File: config.mk
export PLATFORM = sky130hd
export DESIGN_NAME = run_sequencer
export DESIGN_NICKNAME = d
export VERILOG_FILES = /design/src/rtl/run_sequencer.sv
export SDC_FILE = /design/constraint.sdc
export NUM_CORES = 1
export LEC_CHECK = 0
export ABC_CLOCK_PERIOD_IN_PS = 2290
export CAP_MARGIN = 20
export CORE_ASPECT_RATIO = 0.9
export CORE_MARGIN = 4
export CORE_UTILIZATION = 30
export CTS_CLUSTER_DIAMETER = 200
export DETAILED_ROUTE_END_ITERATION = 10
export SYNTH_ARGS = -nofsm -noshare
export SYNTH_HDL_FRONTEND = slang
export SYNTH_SLANG_ARGS = --single-unit
File: constraint.sdc
create_clock -name CLK -period 2.29 [get_ports CLK]
set_clock_uncertainty 0.05 [all_clocks]
set_input_delay 0.5725 -clock CLK [delete_from_list [all_inputs] [get_ports CLK]]
set_output_delay 0.5725 -clock CLK [all_outputs]
set_load 0.02 [all_outputs]
File: src/rtl/run_sequencer.sv
// Run controller for the single-cycle 9-bit core.
// Sequences a host start request through init, run and done. It counts run
// cycles, enforces an optional watchdog, and shares the data-memory port
// between the host and the core.
module run_sequencer #(
    parameter int INIT_CYCLES = 2,      // 1..15 cycles of core_init after accept
    parameter int CNT_W       = 16,     // cycle counter width
    parameter int MAX_CYCLES  = 65535   // watchdog limit in RUN cycles, 0 = off
) (
    input  logic             CLK,
    input  logic             RST_N,
    input  logic             req_start,
    input  logic [7:0]       start_addr,
    output logic             busy,
    output logic             done,
    output logic             timeout,
    output logic             core_init,
    output logic [7:0]       core_target,
    output logic             core_run,
    input  logic             core_halt,
    output logic [CNT_W-1:0] cycle_count,
    input  logic             host_mem_req,
    input  logic             host_mem_we,
    input  logic [7:0]       host_mem_addr,
    input  logic [7:0]       host_mem_wdata,
    output logic             host_mem_gnt,
    input  logic             core_mem_we,
    input  logic [7:0]       core_mem_addr,
    input  logic [7:0]       core_mem_wdata,
    output logic             dm_we,
    output logic [7:0]       dm_addr,
    output logic [7:0]       dm_wdata
);

    typedef enum logic [1:0] {
        S_IDLE,
        S_INIT,
        S_RUN,
        S_DONE
    } state_t;

    localparam logic [3:0]       INIT_LOAD = 4'(INIT_CYCLES);
    localparam logic [CNT_W-1:0] CNT_SAT   = '1;
    // Count value seen on the final permitted RUN cycle.
    localparam logic [CNT_W-1:0] WD_LAST   = CNT_W'(MAX_CYCLES - 1);
    localparam bit               WD_EN     = (MAX_CYCLES != 0);

    state_t     state;
    logic [3:0] init_cnt;

    // Run sequencing FSM; every output it drives is registered alongside the state.
    always_ff @(posedge CLK or negedge RST_N) begin
        if (!RST_N) begin
            state       <= S_IDLE;
            init_cnt    <= '0;
            busy        <= 1'b0;
            done        <= 1'b0;
            timeout     <= 1'b0;
            core_init   <= 1'b1;
            core_target <= '0;
            core_run    <= 1'b0;
            cycle_count <= '0;
        end else begin
            // NOTE: non-blocking assignments here let every register update from
            // the same pre-edge values, so statement order cannot change behaviour.
            case (state)
                S_IDLE: begin
                    if (req_start) begin
                        core_target <= start_addr;
                        cycle_count <= '0;
                        timeout     <= 1'b0;
                        init_cnt    <= INIT_LOAD;
                        busy        <= 1'b1;
                        state       <= S_INIT;
                    end
                end
                S_INIT: begin
                    init_cnt <= init_cnt - 4'd1;
                    // Leaving on the count of one makes INIT last exactly INIT_CYCLES.
                    if (init_cnt == 4'd1) begin
                        core_init <= 1'b0;
                        core_run  <= 1'b1;
                        state     <= S_RUN;
                    end
                end
                S_RUN: begin
                    if (cycle_count != CNT_SAT) begin
                        cycle_count <= cycle_count + CNT_W'(1);
                    end
                    // Halt takes priority, so a coincident watchdog hit leaves timeout low.
                    if (core_halt || (WD_EN && cycle_count == WD_LAST)) begin
                        timeout   <= !core_halt;
                        core_run  <= 1'b0;
                        core_init <= 1'b1;
                        busy      <= 1'b0;
                        done      <= 1'b1;
                        state     <= S_DONE;
                    end
                end
                S_DONE: begin
                    // Waiting for req_start to drop guarantees a low cycle before re-accept.
                    if (!req_start) begin
                        done  <= 1'b0;
                        state <= S_IDLE;
                    end
                end
                default: state <= S_IDLE;
            endcase
        end
    end

    assign host_mem_gnt = host_mem_req & ~core_run;

    // Data-memory port mux: the core owns it in RUN, the host otherwise.
    always_comb begin
        // NOTE: defaults first on every path keep this block purely combinational.
        dm_we    = 1'b0;
        dm_addr  = host_mem_addr;
        dm_wdata = host_mem_wdata;
        if (core_run) begin
            dm_we    = core_mem_we;
            dm_addr  = core_mem_addr;
            dm_wdata = core_mem_wdata;
        end else if (host_mem_gnt) begin
            dm_we = host_mem_we;
        end
        // Memory must never see a write while reset is held, whoever requests it.
        if (!RST_N) begin
            dm_we = 1'b0;
        end
    end

endmodule

Yosys cells after proc, flatten, opt, wreduce, memory -nomap -nowiden
Index checks and enable logic that the tools add are counted. Widths: inputs -> output; s select.

$add $sub $neg: 2. Multiply operators: 0. Div/mod/pow operators: 0. Magnitude comparators: 0. Eq/ne operators: 11. Shift-type cells: 0. Mux-type cells: 28. Bitwise gates (word level): 2. Reduce and logical (&&, ||, !) cells: 14.

Operators by type and width (number): $mux 16 (2); $pmux 16 s2 (1); $add 16x1->16 const B (1); $eq 16x16->1 const B (1); $mux 8 (2); $ne 16x16->1 const B (1); $reduce_and 3->1 (4); $mux 1 (11); $ne 2x2->1 const B (5); $pmux 1 s2 (5); $mux 2 (4); $pmux 2 s4 (1); $pmux 4 s2 (1); $reduce_bool 2->1 (4); $eq 2x2->1 const B (2); $eq 4x1->1 const B (1); $mux 4 (1); $reduce_and 2->1 (2); $reduce_and 4->1 (1); $sub 4x1->4 const B (1); $eq 2x1->1 const B (1); $logic_not 2->1 (1); $and 1x1->1 (1); $logic_not 1->1 (1); 2 further kinds (2).

Bits in registers: 35. Latch bits: 0. RAM bits: 0. Bits in read-only memories: 0. Input bits: 47. Output and inout port bits: 47. Logic and storage cells: 66. Memories: 0.

Longest topological paths before layout
Gate-level depths: netlist (run 1).

Depth after elaboration: 5. Gate-level depth with buffers: 8. Gate-level depth less buffers: 6.

Worst setup path after synthesis (run 1)
OpenSTA, ideal clock, no wires.

Path kind: reg2out. From: register core_run. To: output port dm_addr[0]. Arrival: 1.564 ns. Required time: 1.668 ns. Setup slack: 0.103 ns. Cell stages (with the launch flop): 4. Path buffers: 2. Cell sequence: dfrtp_1 -> clkbuf_1 -> buf_1 -> mux2_2.

Cells in the longest elaborated chain, start to end: 1.

Ends and longest elaborated chain: start, declared (line 19) `output logic core_run,`; start signal, assigned (line 61) `core_run <= 1'b0;`; start signal, assigned (line 82) `core_run <= 1'b1;`; start signal, assigned (line 93) `core_run <= 1'b0;`; $mux 8 (line 120) `if (core_run) begin`; end, declared (line 31) `output logic [7:0] dm_addr,`.

Every way passes these cells.

Worst setup path in the final report (run 1)
From: input port host_mem_req. To: output port dm_we.

Cells in the longest elaborated chain, start to end: 4.

Ends and longest elaborated chain: start, declared (line 22) `input logic host_mem_req,`; $and 1x1->1 (line 112) `assign host_mem_gnt = host_mem_req & ~core_run;`; $mux 1 (line 124) `end else if (host_mem_gnt) begin`; $mux 1 (line 120); $mux 1 (line 128) `if (!RST_N) begin`; end, declared (line 30) `output logic dm_we,`.

Every way passes these cells.

==> results of run 1 <==
## per-layer routing
layer / vias up / track usage / wire (microns)
met5: - / 0 / 0
met4: 0 / 0.05157 / 52
met3: 4 / 0.04212 / 538
met2: 86 / 0.2410 / 2768
met1: 996 / 0.1958 / 3059
li1: 1042 / - / -
## where the power goes
group | internal, uW | switching (uW)
registers | 795 | 151
logic | 867 | 901
clock network | 324 | 251
total | 1990 | 1300
## cell usage in the layout, fill, tap and decap left out, types with 8 or more instances in the layout
cell / instances
o21ai_0: 12
ha_1: 8
dlygate4sd2_1: 17
nor3_1: 10
o22a_1: 10
nor4_1: 8
nand2_1: 18
inv_1: 12
mux2_2: 24
clkdlybuf4s50_1: 74
dfrtp_1: 33
buf_4: 22
## worst min-delay path by stage
stage	startpoint	cells past startpoint	end	slack [ps]
after global placement	core_init	2	core_init	430
final	RST_N	2	init_cnt[2]	280
after floorplan	RST_N	0	busy	230
after detailed placement	timeout	1	timeout	430
after global routing	RST_N	2	cycle_count[12]	320
after CTS	RST_N	2	init_cnt[2]	300
## stage by stage
stage / area, sq um / power [uW]
after global placement: 3368 / 2753
final: 3465 / 3291
after global routing: 3465 / 3541
after CTS: 3465 / 3328
after floorplan: 2190 / 1945
after detailed placement: 3368 / 2780
## cells in the mapped netlist, drive strengths merged (2+ instances only)
master	n	area [sq um]
o22a	10	87.58
nor3	10	50.05
nand2b	2	12.51
a21oi	2	13.76
o41ai	3	26.28
or4	3	26.27
nand4	7	86.33
o31ai	4	30.03
clkbuf	5	18.77
or2	2	12.52
nor3b	3	22.52
o21ai	12	60.06
a31oi	2	12.51
buf	5	30.02
dfrtp	34	850.8
nor2b	3	18.77
o211ai	3	22.52
nand3	8	45.04
ha	8	100.1
inv	13	48.79
a21o	3	22.52
nor2	7	26.28
or3	2	12.51
nand2	19	73.82
mux2	25	281.5
nor4	9	71.32
## timing repair
action / in CTS / in global routing
endpoints found under the setup margin: 18 / 0
resized for setup: 22 / 0
endpoints found under the hold margin: 0 / 0
## registers in the layout (all words and copies together) (netlist names), 2 cells and up
signal       count
cycle_count     16
core_target      8
init_cnt         4
state            2
## worst max-delay path, delay by kind of cell
kind | cells | cell delay [ps]
compound gates | 1 | 80
simple gates | 2 | 250
buf+inv | 2 | 700
## kinds of logic after synthesis
logic type,after synthesis,synth area share
mux,25,0.1286
simple gates,76,0.2131
buf+inv,23,0.04457
flops,35,0.4006
compound gates,49,0.1674
fa+ha+maj,8,0.04572
## cell type report
| cell class | count | area, sq um | share of cell area |
|---|---|---|---|
| Tap cell | 93 | 116.4 | 0.03359 |
| Clock inverter | 3 | 43.79 | 0.01264 |
| Clock buffer | 5 | 68.82 | 0.01986 |
| Multi-Input combinational cell | 158 | 1217 | 0.3514 |
| Sequential cell | 35 | 878.3 | 0.2535 |
| Inverter | 13 | 48.80 | 0.01408 |
| Timing Repair Buffer | 116 | 1091 | 0.3149 |
==> qor.csv, run 1 <==
stage;metric;value;unit
floorplan;Die W;98.06;microns
clock_network;Root Driver;clkbuf_8;
cells_and_area;Util after Layout;0.4897;
cells_and_area;fill count;696;
cells_and_area;fin nets;384;
setup_path;worst-path fanout max;2;
drt;drt pass-1 iters;4;
yosys;Post-synth EDFFs;0;
floorplan;io pins;94;
setup_path;CP Cell Sequence;clkdlybuf4s50_1 > nor2b_2 > a22oi_1 > nor2b_1 > clkdlybuf4s15_2;
clock_network;CTS max path bufs;2;
clock_network;CTS tree;done;
drt;vias per std cell;5.031;
yosys;post-synth cell types;50;
yosys;Synth Area per Inst;10.14;sq um
yosys;async set-reset flop share out of synthesis;1.000;
placed_design;Routability Congestion;0.8275;
cells_and_area;ANT cells;0;
timing;Final min period;2235;ps
timing;RSZ-0062 raised after global routing;no;
job;max cap viols;0;
pwr;Peak VDD IR;0.6600;mV
floorplan;Starting Density;0.3095;
cells_and_area;share of cells above drive strength 1;0.2152;
pwr;PD cells;949.8;mW/mm^2
setup_path;worst r2r path cells;5;
yosys;post-synthesis register bit count;35;
floorplan;core area;0.007076;sq mm
drt;Total Wirelength;6418;microns
timing;Fmax achieved;447.4;MHz
timing;Final WS setup;54.69;ps
cells_and_area;final cell count without fillers;423;
timing;Fin Setup TNS;0;ps
yosys;Mapped Nets;271;
timing;Slew Limit Headroom;0.6914;
drt;remaining antenna violation count;0;
floorplan;die height;89.05;microns
setup_path;start point of the critical path;host_mem_req;
placed_design;Cells after DPL;415;
drt;drt drc;0;
grt;first-pass GRT wire length;10760;microns
yosys;Seq/Total Area, Yosys;0.4006;
drt;DR WL/cell;15.17;microns
timing;Fin Hold WS;275.1;ps
placed_design;Port Buf Inserts;93;
setup_path;Critical Path End;dm_we;
clock_network;clock sink count;35;
clock_network;# H-tree levels;2;
grt;vias in the first global route;2223;
yosys;Ys Warns;0;
placed_design;pre-CTS setup slack;-351.0;ps
clock_network;clock latency on the worst-skew pair;290;ps
setup_path;WP data arrival;1610;ps
timing;Final Hold Viols;0;
setup_path;R2R Path End;cycle_count[14];
setup_path;CP max stage delay;440;ps
yosys;synthesized area;0.002190;sq mm
floorplan;DIE AREA;0.008732;sq mm
yosys;Synth Flop Type;dfrtp_1;
timing;final period utilization;0.9761;
clock_network;setup bufs post-CTS;0;
status;status;completed;
setup_path;Crit Reg-Reg Startpoint;cycle_count[0];
grt;antenna violations before repair;0;
grt;largest net degree at the start of global routing;36;
setup_path;flop2flop setup slack;280;ps
floorplan;# rows;29;
yosys;Mapped Cells;216;
setup_path;Crit. End Element;output port;
grt;Remaining Overflow, GRT;0;
clock_network;total CTS buffers;5;
clock_network;Worst-path clk slew;80;ps
cells_and_area;P&R area growth vs syn;58.23;%
setup_path;critical path's slowest cell;clkdlybuf4s50_1;
setup_path;CP startpoint kind;input pin;
clock_network;Post-CTS Hold Buffers;0;
timing;final slew viol count;0;
timing;Slew @ Worst Pin;458.6;ps
drt;initial drt markers;88;
worst_hold_path;Hold/Removal Path Class;in2async;
pwr;Lkg Pwr;0.001457;uW
grt;Total GRT Usage;0.1498;
setup_path;crit path kind;in2out;
drt;routed vias;2128;
setup_path;Critical Path RT;1670;ps
timing;count of final setup violators;0;
placed_design;Post-DP HPWL;4913;microns
Power figures use the tool's default switching activity.
==> run 2, diff against run 1 <==
--- a/config.mk
+++ b/config.mk
@@ -9,9 +9,10 @@
 export CAP_MARGIN = 20
 export CORE_ASPECT_RATIO = 0.9
 export CORE_MARGIN = 4
-export CORE_UTILIZATION = 30
+export CORE_UTILIZATION = 43
 export CTS_CLUSTER_DIAMETER = 200
 export DETAILED_ROUTE_END_ITERATION = 10
+export PLACE_DENSITY = 0.81
 export SYNTH_ARGS = -nofsm -noshare
 export SYNTH_HDL_FRONTEND = slang
 export SYNTH_SLANG_ARGS = --single-unit
==> run 2 against run 1 <==
Worst setup slack worse by 9.0 ps. Maximum frequency is 0.40% lower. Non-clock buffer count is 4 lower. Highest routed layer unchanged. First-iteration DRC count is 40% higher. Via count is 0.38% higher. Clock power is 26% lower. Largest power group unchanged.
==> qor.csv, run 2 (same netlist as run 1, synthesis figures left out) <==
stage;metric;value;unit
pwr;Lkg Pwr;0.001419;uW
setup_path;flop2flop setup slack;300;ps
timing;Slew Limit Headroom;0.6678;
floorplan;Die W;83.22;microns
setup_path;crit path kind;in2out;
timing;Slew @ Worst Pin;497.2;ps
placed_design;Post-DP HPWL;4825;microns
setup_path;worst-path fanout max;2;
setup_path;CP startpoint kind;input pin;
cells_and_area;Biggest register;cycle_count;
setup_path;WP data arrival;1620;ps
clock_network;clock sink count;35;
timing;RSZ-0062 raised after global routing;no;
pwr;Peak VDD IR;0.7049;mV
grt;vias in the first global route;2073;
floorplan;DIE AREA;0.006299;sq mm
clock_network;clock latency on the worst-skew pair;280;ps
clock_network;total CTS buffers;5;
drt;vias per std cell;5.463;
drt;drt drc;0;
drt;drt pass-1 iters;4;
grt;antenna violations before repair;0;
drt;DR WL/cell;15.79;microns
cells_and_area;Largest register FFs;16;
clock_network;Worst-path clk slew;70;ps
status;status;completed;
clock_network;CTS max path bufs;2;
drt;initial drt markers;123;
setup_path;Crit Reg-Reg Startpoint;cycle_count[0];
cells_and_area;commonest non-fill, non-tap cells in the layout;74 x clkdlybuf4s50_1, 34 x dfrtp_1, 24 x mux2_2, 19 x buf_4, 18 x nand2_1;
timing;Final Hold Viols;0;
cells_and_area;Regs by FF count;cycle_count: 16 flops, core_target: 8 flops, init_cnt: 4 flops;
grt;Total GRT Usage;0.1997;
clock_network;# H-tree levels;2;
drt;Total Wirelength;6174;microns
timing;Fmax achieved;445.6;MHz
cells_and_area;ANT cells;0;
cells_and_area;Util after Layout;0.6838;
floorplan;Starting Density;0.4473;
setup_path;worst r2r path cells;5;
timing;count of final setup violators;0;
clock_network;Root Driver;clkbuf_8;
grt;first-pass GRT wire length;10140;microns
floorplan;core area;0.004895;sq mm
drt;remaining antenna violation count;0;
grt;largest net degree at the start of global routing;36;
cells_and_area;share of cells above drive strength 1;0.1933;
cells_and_area;P&R area growth vs syn;52.86;%
job;max cap viols;0;
worst_hold_path;Hold/Removal Path Class;in2async;
setup_path;Critical Path RT;1670;ps
timing;final period utilization;0.9800;
cells_and_area;fin nets;380;
setup_path;Crit. End Element;output port;
cells_and_area;commonest non-fill, non-tap cell in the layout;clkdlybuf4s50_1;
grt;Remaining Overflow, GRT;0;
timing;Final min period;2244;ps
drt;routed vias;2136;
pwr;PD cells;924.4;mW/mm^2
placed_design;Port Buf Inserts;93;
clock_network;setup bufs post-CTS;0;
clock_network;Post-CTS Hold Buffers;0;
clock_network;CTS tree;done;
timing;Fin Setup TNS;0;ps
floorplan;# rows;24;
placed_design;Routability Congestion;0.8486;
floorplan;io pins;94;
floorplan;die height;75.70;microns
timing;final slew viol count;0;
setup_path;R2R Path End;cycle_count[14];
pwr;Tot Pwr;3094;uW
-- run 2: critical path: stages --
cell and delay (ps):
clkdlybuf4s50_1 450, nor2b_1 170, buf_4 130, clkdlybuf4s15_1 300
-- run 2: where the power goes --
group	internal [uW]	total, uW	switching, uW
clock network	213	427	214
registers	795	946	151
logic	821	1720	899
-- run 2: layout make-up --
cell class	instances	area [sq um]
Multi-Input combinational cell	158	1215
Timing Repair Buffer	112	1044
Tap cell	65	81.33
Fill cell	425	1548
Sequential cell	35	877.1
Clock buffer	7	76.32
Clock inverter	1	5.005
Inverter	13	48.80
-- run 2: per-layer routing --
layer,global-route usage,share of wire,vias to the layer above
met1,0.2547,0.44,998
met2,0.3354,0.46,99
li1,-,-,1031
met4,0.05626,0.011,0
met3,0.06054,0.089,8
met5,0,0,-
-- run 2: timing repair --
| item | 4_1_cts | 5_1_grt |
|---|---|---|
| endpoints found under the hold margin | 0 | 0 |
| gates resized for setup | 22 | 0 |
| setup endpoints to repair | 18 | 0 |
-- run 2: metrics by stage --
stage,std cells,area (sq um),setup WS [ps],hold WS [ps]
2_1_floorplan,216,2190,103.2,226.9
3_3_place_gp,383,3291,-306.7,419.5
3_5_place_dp,383,3291,-338.3,422.2
4_1_cts,391,3347,28.69,316.9
5_1_grt,391,3347,18.37,335.7
6_report,391,3347,45.73,296.2
-- run 2: worst max path at each step --
stage / startpoint / to / cells after the start
after floorplan: core_run / dm_addr[0] / 3
after global placement: host_mem_req / dm_we / 5
after detailed placement: host_mem_req / dm_we / 5
after CTS: host_mem_req / host_mem_gnt / 4
after global routing: host_mem_req / host_mem_gnt / 4
final: host_mem_req / host_mem_gnt / 4
